<file path="src/rtl/fwd_pkg.sv">
// Shared types for the forwarding / scoreboard slice.
package fwd_pkg;

  localparam int REG_AW   = 5;
  localparam int DEF_XLEN = 32;

  typedef logic [REG_AW-1:0]   reg_addr_t;
  typedef logic [DEF_XLEN-1:0] xdata_t;

  // Reason for the current stall. The priority order is load-use, then RAW, then WAW.
  typedef enum logic [1:0] {
    HZ_NONE,
    HZ_LOAD_USE,
    HZ_RAW_LONG,
    HZ_WAW_LONG
  } hazard_e;

endpackage

</file>
<file path="src/rtl/fwd_scoreboard_if.sv">
// ID/EX operand bundle. The pipeline side drives it through modport master, and the
// forwarding/scoreboard block uses modport slave.
interface fwd_scoreboard_if
  import fwd_pkg::*;
#(
  parameter int XLEN    = 32,
  parameter int NUM_SRC = 2,
  parameter int NUM_FWD = 2,
  parameter int REG_NUM = 32
);

  logic [NUM_FWD*REG_AW-1:0] i_fwd_addr;
  logic [NUM_FWD*XLEN-1:0]   i_fwd_data;
  logic [NUM_FWD-1:0]        i_fwd_wr;
  logic [NUM_FWD-1:0]        i_fwd_valid;
  logic [NUM_SRC*REG_AW-1:0] i_src_addr;
  logic [NUM_SRC*XLEN-1:0]   i_src_data;
  logic [NUM_SRC-1:0]        i_src_used;
  logic                      i_issue_valid;
  reg_addr_t                 i_issue_rd;
  logic                      i_issue_long;
  logic                      i_long_done;
  reg_addr_t                 i_long_rd;
  logic [NUM_SRC*XLEN-1:0]   o_src_data;
  logic [NUM_SRC-1:0]        o_fwd_hit;
  logic                      o_stall;
  logic [REG_NUM-1:0]        o_sb_busy;
  logic [31:0]               o_stall_cnt;

  modport master (
    output i_fwd_addr, i_fwd_data, i_fwd_wr, i_fwd_valid,
    output i_src_addr, i_src_data, i_src_used,
    output i_issue_valid, i_issue_rd, i_issue_long, i_long_done, i_long_rd,
    input  o_src_data, o_fwd_hit, o_stall, o_sb_busy, o_stall_cnt
  );

  modport slave (
    input  i_fwd_addr, i_fwd_data, i_fwd_wr, i_fwd_valid,
    input  i_src_addr, i_src_data, i_src_used,
    input  i_issue_valid, i_issue_rd, i_issue_long, i_long_done, i_long_rd,
    output o_src_data, o_fwd_hit, o_stall, o_sb_busy, o_stall_cnt
  );

endinterface

</file>
<file path="src/rtl/fwd_src_mux.sv">
// Forwarding mux for one source operand. It scans the pipeline stages by priority,
// and stage 0 (the youngest) wins. If the first matching stage is not ready, the mux
// reports not_ready and does not fall through to an older stage.
module fwd_src_mux
  import fwd_pkg::*;
#(
  parameter int XLEN    = 32,
  parameter int NUM_FWD = 2
) (
  input  logic [NUM_FWD*REG_AW-1:0] fwd_addr,
  input  logic [NUM_FWD*XLEN-1:0]   fwd_data,
  input  logic [NUM_FWD-1:0]        fwd_wr,
  input  logic [NUM_FWD-1:0]        fwd_valid,
  input  reg_addr_t                 src_addr,
  input  logic [XLEN-1:0]           src_data,
  output logic [XLEN-1:0]           data,
  output logic                      hit,
  output logic                      not_ready
);

  // The loop walks from the oldest stage to the youngest, so the last match written is the youngest one.
  always_comb begin
    // NOTE: defaults first so every path assigns every output; otherwise a latch is inferred.
    data      = src_data;
    hit       = 1'b0;
    not_ready = 1'b0;
    for (int k = NUM_FWD - 1; k >= 0; k--) begin
      if (src_addr != '0 && fwd_wr[k] && fwd_addr[k*REG_AW +: REG_AW] == src_addr) begin
        if (fwd_valid[k]) begin
          data      = fwd_data[k*XLEN +: XLEN];
          hit       = 1'b1;
          not_ready = 1'b0;
        end else begin
          data      = src_data;
          hit       = 1'b0;
          not_ready = 1'b1;
        end
      end
    end
  end

endmodule

</file>
<file path="src/rtl/fwd_scoreboard.sv">
// Operand forwarding for the ID/EX stage, plus a scoreboard for long-latency writers.
// The optional stall counter is enabled by defining FWD_STALL_CNT_EN.
module fwd_scoreboard
  import fwd_pkg::*;
#(
  parameter int XLEN    = 32,
  parameter int NUM_SRC = 2,
  parameter int NUM_FWD = 2,
  parameter int REG_NUM = 32
) (
  input logic             clk,
  input logic             rst_n,
  fwd_scoreboard_if.slave bus
);

  logic [REG_NUM-1:0] sb_q, sb_d;
  logic [XLEN-1:0]    mux_data [NUM_SRC];
  logic               mux_hit  [NUM_SRC];
  logic               mux_nr   [NUM_SRC];
  logic               load_use, raw_long, waw_long, stall;
  hazard_e            hz;

  for (genvar s = 0; s < NUM_SRC; s++) begin : g_src
    fwd_src_mux #(.XLEN(XLEN), .NUM_FWD(NUM_FWD)) u_mux (
      .fwd_addr  (bus.i_fwd_addr),
      .fwd_data  (bus.i_fwd_data),
      .fwd_wr    (bus.i_fwd_wr),
      .fwd_valid (bus.i_fwd_valid),
      .src_addr  (bus.i_src_addr[s*REG_AW +: REG_AW]),
      .src_data  (bus.i_src_data[s*XLEN +: XLEN]),
      .data      (mux_data[s]),
      .hit       (mux_hit[s]),
      .not_ready (mux_nr[s])
    );
  end

  // Classify hazards. A pending long op blocks a read even when a valid forward
  // matches, because the long op is the newer producer of that register.
  always_comb begin
    load_use = 1'b0;
    raw_long = 1'b0;
    for (int s = 0; s < NUM_SRC; s++) begin
      if (bus.i_src_used[s] && mux_nr[s])                                 load_use = 1'b1;
      if (bus.i_src_used[s] && sb_q[bus.i_src_addr[s*REG_AW +: REG_AW]]) raw_long = 1'b1;
    end
    waw_long = bus.i_issue_valid && bus.i_issue_rd != '0 && sb_q[bus.i_issue_rd];
    if (load_use)      hz = HZ_LOAD_USE;
    else if (raw_long) hz = HZ_RAW_LONG;
    else if (waw_long) hz = HZ_WAW_LONG;
    else               hz = HZ_NONE;
    stall = (hz != HZ_NONE);
  end

  // Pack the per-source mux results onto the output bus.
  always_comb begin
    for (int s = 0; s < NUM_SRC; s++) begin
      bus.o_src_data[s*XLEN +: XLEN] = mux_data[s];
      bus.o_fwd_hit[s]               = mux_hit[s];
    end
  end

  // Next scoreboard state. The set is applied after the clear, so a set wins if both hit the same register.
  always_comb begin
    sb_d = sb_q;
    if (bus.i_long_done) sb_d[bus.i_long_rd] = 1'b0;
    if (bus.i_issue_valid && bus.i_issue_long && !stall && bus.i_issue_rd != '0)
      sb_d[bus.i_issue_rd] = 1'b1;
  end

  // Scoreboard register.
  always_ff @(posedge clk or negedge rst_n) begin
    // NOTE: this bit vector is reset on purpose; a stale pending bit would stall forever.
    if (!rst_n) sb_q <= '0;
    // NOTE: non-blocking so every flop samples pre-edge values regardless of block order.
    else        sb_q <= sb_d;
  end

`ifdef FWD_STALL_CNT_EN
  logic [31:0] stall_cnt_q, stall_cnt_d;

  // Saturating count of stalled cycles.
  always_comb begin
    stall_cnt_d = stall_cnt_q;
    if (stall && stall_cnt_q != 32'hFFFF_FFFF) stall_cnt_d = stall_cnt_q + 32'd1;
  end

  // Stall counter register.
  always_ff @(posedge clk or negedge rst_n) begin
    if (!rst_n) stall_cnt_q <= '0;
    else        stall_cnt_q <= stall_cnt_d;
  end

  assign bus.o_stall_cnt = stall_cnt_q;
`else
  assign bus.o_stall_cnt = 32'd0;
`endif

  assign bus.o_stall   = stall;
  assign bus.o_sb_busy = sb_q;

endmodule

</file>
<file path="src/flat_wrapper.sv">
// flat-port wrapper written by rule: the top's interface ports become plain ports
module fwd_scoreboard_flat import fwd_pkg::*;
#(
  parameter int XLEN    = 32,
  parameter int NUM_SRC = 2,
  parameter int NUM_FWD = 2,
  parameter int REG_NUM = 32
)
  (clk, rst_n, bus_i_fwd_addr, bus_i_fwd_data, bus_i_fwd_wr, bus_i_fwd_valid, bus_i_src_addr, bus_i_src_data, bus_i_src_used, bus_i_issue_valid, bus_i_issue_rd, bus_i_issue_long, bus_i_long_done, bus_i_long_rd, bus_o_src_data, bus_o_fwd_hit, bus_o_stall, bus_o_sb_busy, bus_o_stall_cnt);
  fwd_scoreboard_if #(.XLEN(XLEN), .NUM_SRC(NUM_SRC), .NUM_FWD(NUM_FWD), .REG_NUM(REG_NUM)) bus_i ();
  input logic clk;
  input logic rst_n;
  input wire logic [$bits(bus_i.i_fwd_addr)-1:0] bus_i_fwd_addr;
  input wire logic [$bits(bus_i.i_fwd_data)-1:0] bus_i_fwd_data;
  input wire logic [$bits(bus_i.i_fwd_wr)-1:0] bus_i_fwd_wr;
  input wire logic [$bits(bus_i.i_fwd_valid)-1:0] bus_i_fwd_valid;
  input wire logic [$bits(bus_i.i_src_addr)-1:0] bus_i_src_addr;
  input wire logic [$bits(bus_i.i_src_data)-1:0] bus_i_src_data;
  input wire logic [$bits(bus_i.i_src_used)-1:0] bus_i_src_used;
  input wire logic [$bits(bus_i.i_issue_valid)-1:0] bus_i_issue_valid;
  input wire logic [$bits(bus_i.i_issue_rd)-1:0] bus_i_issue_rd;
  input wire logic [$bits(bus_i.i_issue_long)-1:0] bus_i_issue_long;
  input wire logic [$bits(bus_i.i_long_done)-1:0] bus_i_long_done;
  input wire logic [$bits(bus_i.i_long_rd)-1:0] bus_i_long_rd;
  output wire logic [$bits(bus_i.o_src_data)-1:0] bus_o_src_data;
  output wire logic [$bits(bus_i.o_fwd_hit)-1:0] bus_o_fwd_hit;
  output wire logic [$bits(bus_i.o_stall)-1:0] bus_o_stall;
  output wire logic [$bits(bus_i.o_sb_busy)-1:0] bus_o_sb_busy;
  output wire logic [$bits(bus_i.o_stall_cnt)-1:0] bus_o_stall_cnt;
  assign bus_i.i_fwd_addr = bus_i_fwd_addr;
  assign bus_i.i_fwd_data = bus_i_fwd_data;
  assign bus_i.i_fwd_wr = bus_i_fwd_wr;
  assign bus_i.i_fwd_valid = bus_i_fwd_valid;
  assign bus_i.i_src_addr = bus_i_src_addr;
  assign bus_i.i_src_data = bus_i_src_data;
  assign bus_i.i_src_used = bus_i_src_used;
  assign bus_i.i_issue_valid = bus_i_issue_valid;
  assign bus_i.i_issue_rd = bus_i_issue_rd;
  assign bus_i.i_issue_long = bus_i_issue_long;
  assign bus_i.i_long_done = bus_i_long_done;
  assign bus_i.i_long_rd = bus_i_long_rd;
  assign bus_o_src_data = bus_i.o_src_data;
  assign bus_o_fwd_hit = bus_i.o_fwd_hit;
  assign bus_o_stall = bus_i.o_stall;
  assign bus_o_sb_busy = bus_i.o_sb_busy;
  assign bus_o_stall_cnt = bus_i.o_stall_cnt;
  fwd_scoreboard #(.XLEN(XLEN), .NUM_SRC(NUM_SRC), .NUM_FWD(NUM_FWD), .REG_NUM(REG_NUM)) u_core (.clk(clk), .rst_n(rst_n), .bus(bus_i));
endmodule
</file>
<file path="config.mk">
export PLATFORM = sky130hd
export DESIGN_NAME = fwd_scoreboard_flat
export DESIGN_NICKNAME = d
export VERILOG_FILES = /design/src/rtl/fwd_pkg.sv /design/src/rtl/fwd_scoreboard_if.sv /design/src/rtl/fwd_src_mux.sv /design/src/rtl/fwd_scoreboard.sv /design/src/flat_wrapper.sv
export SDC_FILE = /design/constraint.sdc
export NUM_CORES = 1
export LEC_CHECK = 0
export BUFFER_PORTS_ARGS = -buffer_cell sky130_fd_sc_hd__buf_2
export CAP_MARGIN = 20
export CORE_AREA = 2 2 117 119
export DETAILED_ROUTE_END_ITERATION = 16
export DIE_AREA = 0 0 119 121
export GPL_TIMING_DRIVEN = 1
export PLACE_DENSITY = 0.68
export SETUP_SLACK_MARGIN = 0.1
export SLEW_MARGIN = 20
export SYNTH_ARGS = -nofsm -noshare
export SYNTH_HDL_FRONTEND = slang
export SYNTH_SLANG_ARGS = --single-unit
</file>
<file path="constraint.sdc">
create_clock -name clk -period 7.3 [get_ports clk]
set_input_delay 1.46 -clock clk [delete_from_list [all_inputs] [get_ports clk]]
set_output_delay 1.46 -clock clk [all_outputs]
set_load 0.02 [all_outputs]
</file>
## Word-level counts from Yosys, hierarchy flattened

Index checks and enable logic that the tools add are counted.

| storage, ports and cells | value |
|---|---|
| bits in registers | 32 |
| input port bits | 169 |

| operators by class | value |
|---|---|
| order comparisons | 6 |
| equality and inequality tests | 4 |
| mux-type cells | 39 |
| bitwise gates (word level) | 3 |
| reductions and logical operators | 24 |

Operator list:

| cell | number |
|---|---|
| 2-to-1 mux 32 bit | 10 |
| AND 32 bit | 1 |
| NOT 32 bit | 1 |
| OR 32 bit | 1 |
| < comparator 5 x 6 -> 1 bit (second input constant) | 4 |
| 2-to-1 mux 1 bit | 21 |
| == test 5 bit | 4 |
| logical AND 1 bit | 19 |
| binary-select mux 1 bit (select 5 bit) | 3 |
| nonzero test 5 bit | 3 |
| demux 1 bit (select 5 bit) | 2 |
| greater-or-equal comparator 5 x 1 -> 1 bit (second input constant) | 2 |
| 2-to-1 mux 2 bit | 3 |
| nonzero test 2 bit | 1 |
| logical NOT 1 bit | 1 |

## Logic depth before layout (Yosys ltp)

| logic depth | value |
|---|---|
| depth after elaboration | 14 |
| mapped depth | 11 |

## Cells and area by module

From an unflattened synthesis, not the netlist that was laid out.

| second synthesis, totals | value |
|---|---|
| cell total of the unflattened synthesis | 488 |
| area total of the unflattened synthesis | 4371.7 um^2 |

By module, submodules not included:

| module | instances | cells each | area each (um^2) |
|---|---|---|---|
| fwd_scoreboard | 1 | 286 | 2792.7 |
| fwd_src_mux | 2 | 101 | 789.5 |

## Worst setup path after synthesis

Ideal clock, no wire load.

| timing path | value |
|---|---|
| path kind | input -> output |
| start point | in bus_i_src_addr[7] |
| end point | out bus_o_src_data[54] |
| arrival | 3.746 ns |
| data required time | 5.840 ns |
| setup slack | 2.094 ns |
| stages on the path | 10 |
| buffers on the path | 4 |
| path through | clkbuf_1 or4_4 o211ai_2 nor2_1 or4b_1 clkbuf_1 and2_1 buf_6 buf_6 a21oi_1 |

| between the ends | value |
|---|---|
| cells in the longest elaborated chain, start to end | 5 |
| elaborated cells between the ends (all ways) | 9 |
| those cells by class | eq/ne (2); mux (2); reduce/logical (5) |

Ends and longest elaborated chain:

| item | RTL line | source |
|---|---|---|
| from (decl) | flat_wrapper.sv:17 | `input wire logic [$bits(bus_i.i_src_addr)-1:0] bus_i_src_addr;` |
| nonzero test 5 bit | fwd_src_mux.sv:28 | `if (src_addr != '0 && fwd_wr[k] && fwd_addr[k*REG_AW +: REG_AW] == src_addr) begin` |
| logical AND 1 bit (2 in series) | fwd_src_mux.sv:28 |  |
| 2-to-1 mux 32 bit | fwd_src_mux.sv:28 |  |
| 2-to-1 mux 32 bit * | fwd_src_mux.sv:28 |  |
| to (decl) | flat_wrapper.sv:25 | `output wire logic [$bits(bus_i.o_src_data)-1:0] bus_o_src_data;` |

Every way passes the cells marked *; elsewhere a longest branch is shown, timed or not.

## Final worst setup path

| timing path | value |
|---|---|
| start point | in bus_i_src_addr[5] |
| end point | out bus_o_src_data[54] |

The elaborated chain is that of the path after synthesis.

==> out/results.ini <==
[run_status]
status=completed

[synth]
syn_area_mm2=0.004468
ys_ff_latch=32
synth_top_area_share=0.1792
yosys-top-cells-area=dfrtp_1, a21oi_2, o22ai_1
yosys_warnings=0
postSynthCellCount=550
synth-edff-count=0
avgSynthCellArea_um2=8.124
synth_flop_cell=dfrtp_1
synth_top_area_cell=dfrtp_1
ys_async_sr_fraction=1.000
yosysUniqueCellTypes=61
seq_area_frac_synth=0.1792

[timing]
final_max_slew_viol_count=0
relSlewSlack=0.4001
fin_tns_setup_ps=0
fin_crit_ps=5748
holdWs_ps=600.4
setup_viol=0
timing.fmax_mhz=174.0
timing.final.crit_share=0.7874
worst_pin_slew_ps=899.8
finClkSkew_ps=2.534
finalHoldViolCount=0
rsz0062_at_grt=false

[critical_path]
timing.critical_path.mode_cell=buf_2
cp_data_arrival_time_ps=4290
critPathSlowestCell=or4_4
cp.required_ps=5840
slowest_delay_ps=550
crit_type=in -> out
reg2reg_slack_ps=4510
rr_startpoint=u_core.bus.o_sb_busy[15]
cp_max_fo=33
timing.rr.end=u_core.bus.o_sb_busy[13]
path_cells=buf_2 -> or4_4 -> o211ai_2 -> nor2_1 -> or4b_1 -> buf_4 -> and2_2 -> a21oi_1 -> buf_2
start_kind=input pin
r2r.worst_path.cells=6
endpoint_kind=output pin

[placement]
port_buffers=267
dp_hpwl_mm=15.26
gp_congestion=0.9216

[pwr]
seq_power_share=0.297
peakVddDrop_mv=0.1558
pwr-share-comb=0.443
p_sw_frac=0.4036
power.switching_mw=0.3239
finalPower_mw=0.8024
power_density_mw_per_mm2=138.1
power.share.clock=0.261
total_leakage_power_nw=2.916
intPower_mw=0.4786

[worst_hold_path]
worstHoldEndpoint=u_core.bus.o_sb_busy[0]
min_from=u_core.bus.o_sb_busy[0]
hp-class=reg -> reg
whs_path_depth=1

[clock_network]
hold_buffers=0
clk_latency_ps=280
htreeDepth=2
cts_tree=done
cts_made_buffers=5
cts_buffer_depth=2
cts_setup_buffers=0
cts-resized-gates=0
cts.sinks=32
root_buffer=clkbuf_16
path_clk_slew_ps=50

[floorplan]
core_mm2=0.01309
ioPinCount=300
die_h_um=121
start_util=0.3415
dieArea_mm2=0.01440
rows=42
fp.dieW_um=119

[global_routing]
grt.total_usage=0.2462
overflow=0
grt_pass1_vias=4850
grt_pass1_wl_mm=27.83
grt_antenna_before_repair=1
grt_max_degree=34

[finish]
largest_reg_flops=32
nets=951
fin_util=0.4442
area_growth_syn_to_layout_pct=30.08
drive_gt1_frac=0.4751

[detailed_routing]
drt_iter0_markers=343
wl_mm=18.95
vias_per_cell=5.496
num_vias=5276
ant_nets=0
firstDrtPassIters=4
route.detailed.drc=0
wl_per_cell_um=19.74

[flow_run]
drv_cap=0

-- worst max-delay path: cells and delay by family --
| kind | cells | cell delay, ps |
|---|---|---|
| compound gates | 2 | 440 |
| buf+inv | 3 | 670 |
| simple gates | 4 | 1680 |
-- metrics by stage --
| stage | cell area [um^2] | cells | worst slack [ps] |
|---|---|---|---|
| floorplan | 4584 | 581 | 2094 |
| detailed placement | 5663 | 951 | 1573 |
| global route | 5812 | 960 | 1389 |
| finish | 5812 | 960 | 1552 |
| global placement | 5663 | 951 | 1655 |
| CTS | 5809 | 959 | 1573 |
-- cell usage in the layout, fill, tap and decap left out, drive strengths merged, types with 8 or more instances in the layout --
cell and instances:
buf 271, inv 72, o22ai 64, a21oi 64, o21ai 42, conb 32
dfrtp 32, xnor2 20, mux4 16, o31ai 16, nand2 15, nor2 15
mux2i 14, nand3 12, o41ai 8, clkbuf 8
-- layer usage --
layer | vias to the layer above | track usage | part of all wire
met5 | - | 0 | 0
met4 | 0 | 0.07961 | 0.029
met3 | 32 | 0.05216 | 0.10
met2 | 323 | 0.4045 | 0.47
met1 | 2488 | 0.3232 | 0.40
li1 | 2433 | - | -
-- power groups by stage --
stage,combinational [mW],clock (mW),sequential (mW)
after CTS,0.354,0.210,0.236
after detailed placement,0.352,0,0.238
after floorplan,0.208,0,0.250
final,0.355,0.209,0.238
after global routing,0.382,0.217,0.240
after global placement,0.350,0,0.240
-- cells in the mapped netlist, drive strengths merged (2+ instances only) --
cell	number
inv	72
a21oi	64
o22ai	64
buf	54
o21ai	42
dfrtp	32
clkbuf	23
xnor2	20
mux4	16
o31ai	16
nand2	15
nor2	15
mux2i	14
nand3	12
o41ai	8
mux2	7
nand2b	7
nand4	7
o211ai	7
nand3b	6
a2111oi	3
and2	3
nor4	3
o211a	3
or2	3
or3b	3
or4b	3
and4	2
nor2b	2
nor3	2
o21a	2
o221a	2
or3	2
or4	2
-- logic make-up (layout without fill, tap and decap cells) --
logic type,count (synthesis),in the layout,share of synthesized area
buf+inv,150,352,0.1753
xor+xnor,20,20,0.03921
flops,32,32,0.1792
other cells,1,33,0.0008393
compound gates,221,221,0.3537
simple gates,89,89,0.1221
mux,37,37,0.1297
-- worst max-delay path by stage --
stage                           start                  to  slack, ps  cells past startpoint
floorplan           bus_i_src_addr[7]  bus_o_src_data[54]       2090                     10
global placement    bus_i_src_addr[5]  bus_o_src_data[32]       1650                      9
detailed placement  bus_i_src_addr[5]  bus_o_src_data[54]       1570                      9
CTS                 bus_i_src_addr[5]  bus_o_src_data[54]       1570                      9
global route        bus_i_src_addr[5]  bus_o_src_data[54]       1390                      9
finish              bus_i_src_addr[5]  bus_o_src_data[54]       1550                      9
-- layout make-up --
| type | count | area [um^2] |
|---|---|---|
| multi-input cells | 399 | 3002 |
| inverters | 73 | 274.0 |
| clock buffers | 8 | 146.4 |
| well taps | 176 | 220.2 |
| fillers | 1348 | 7273 |
| repair buffers | 271 | 1366 |
| diodes | 1 | 2.502 |
| flip-flops and latches | 32 | 800.8 |
(Power assumes the default switching activity.)
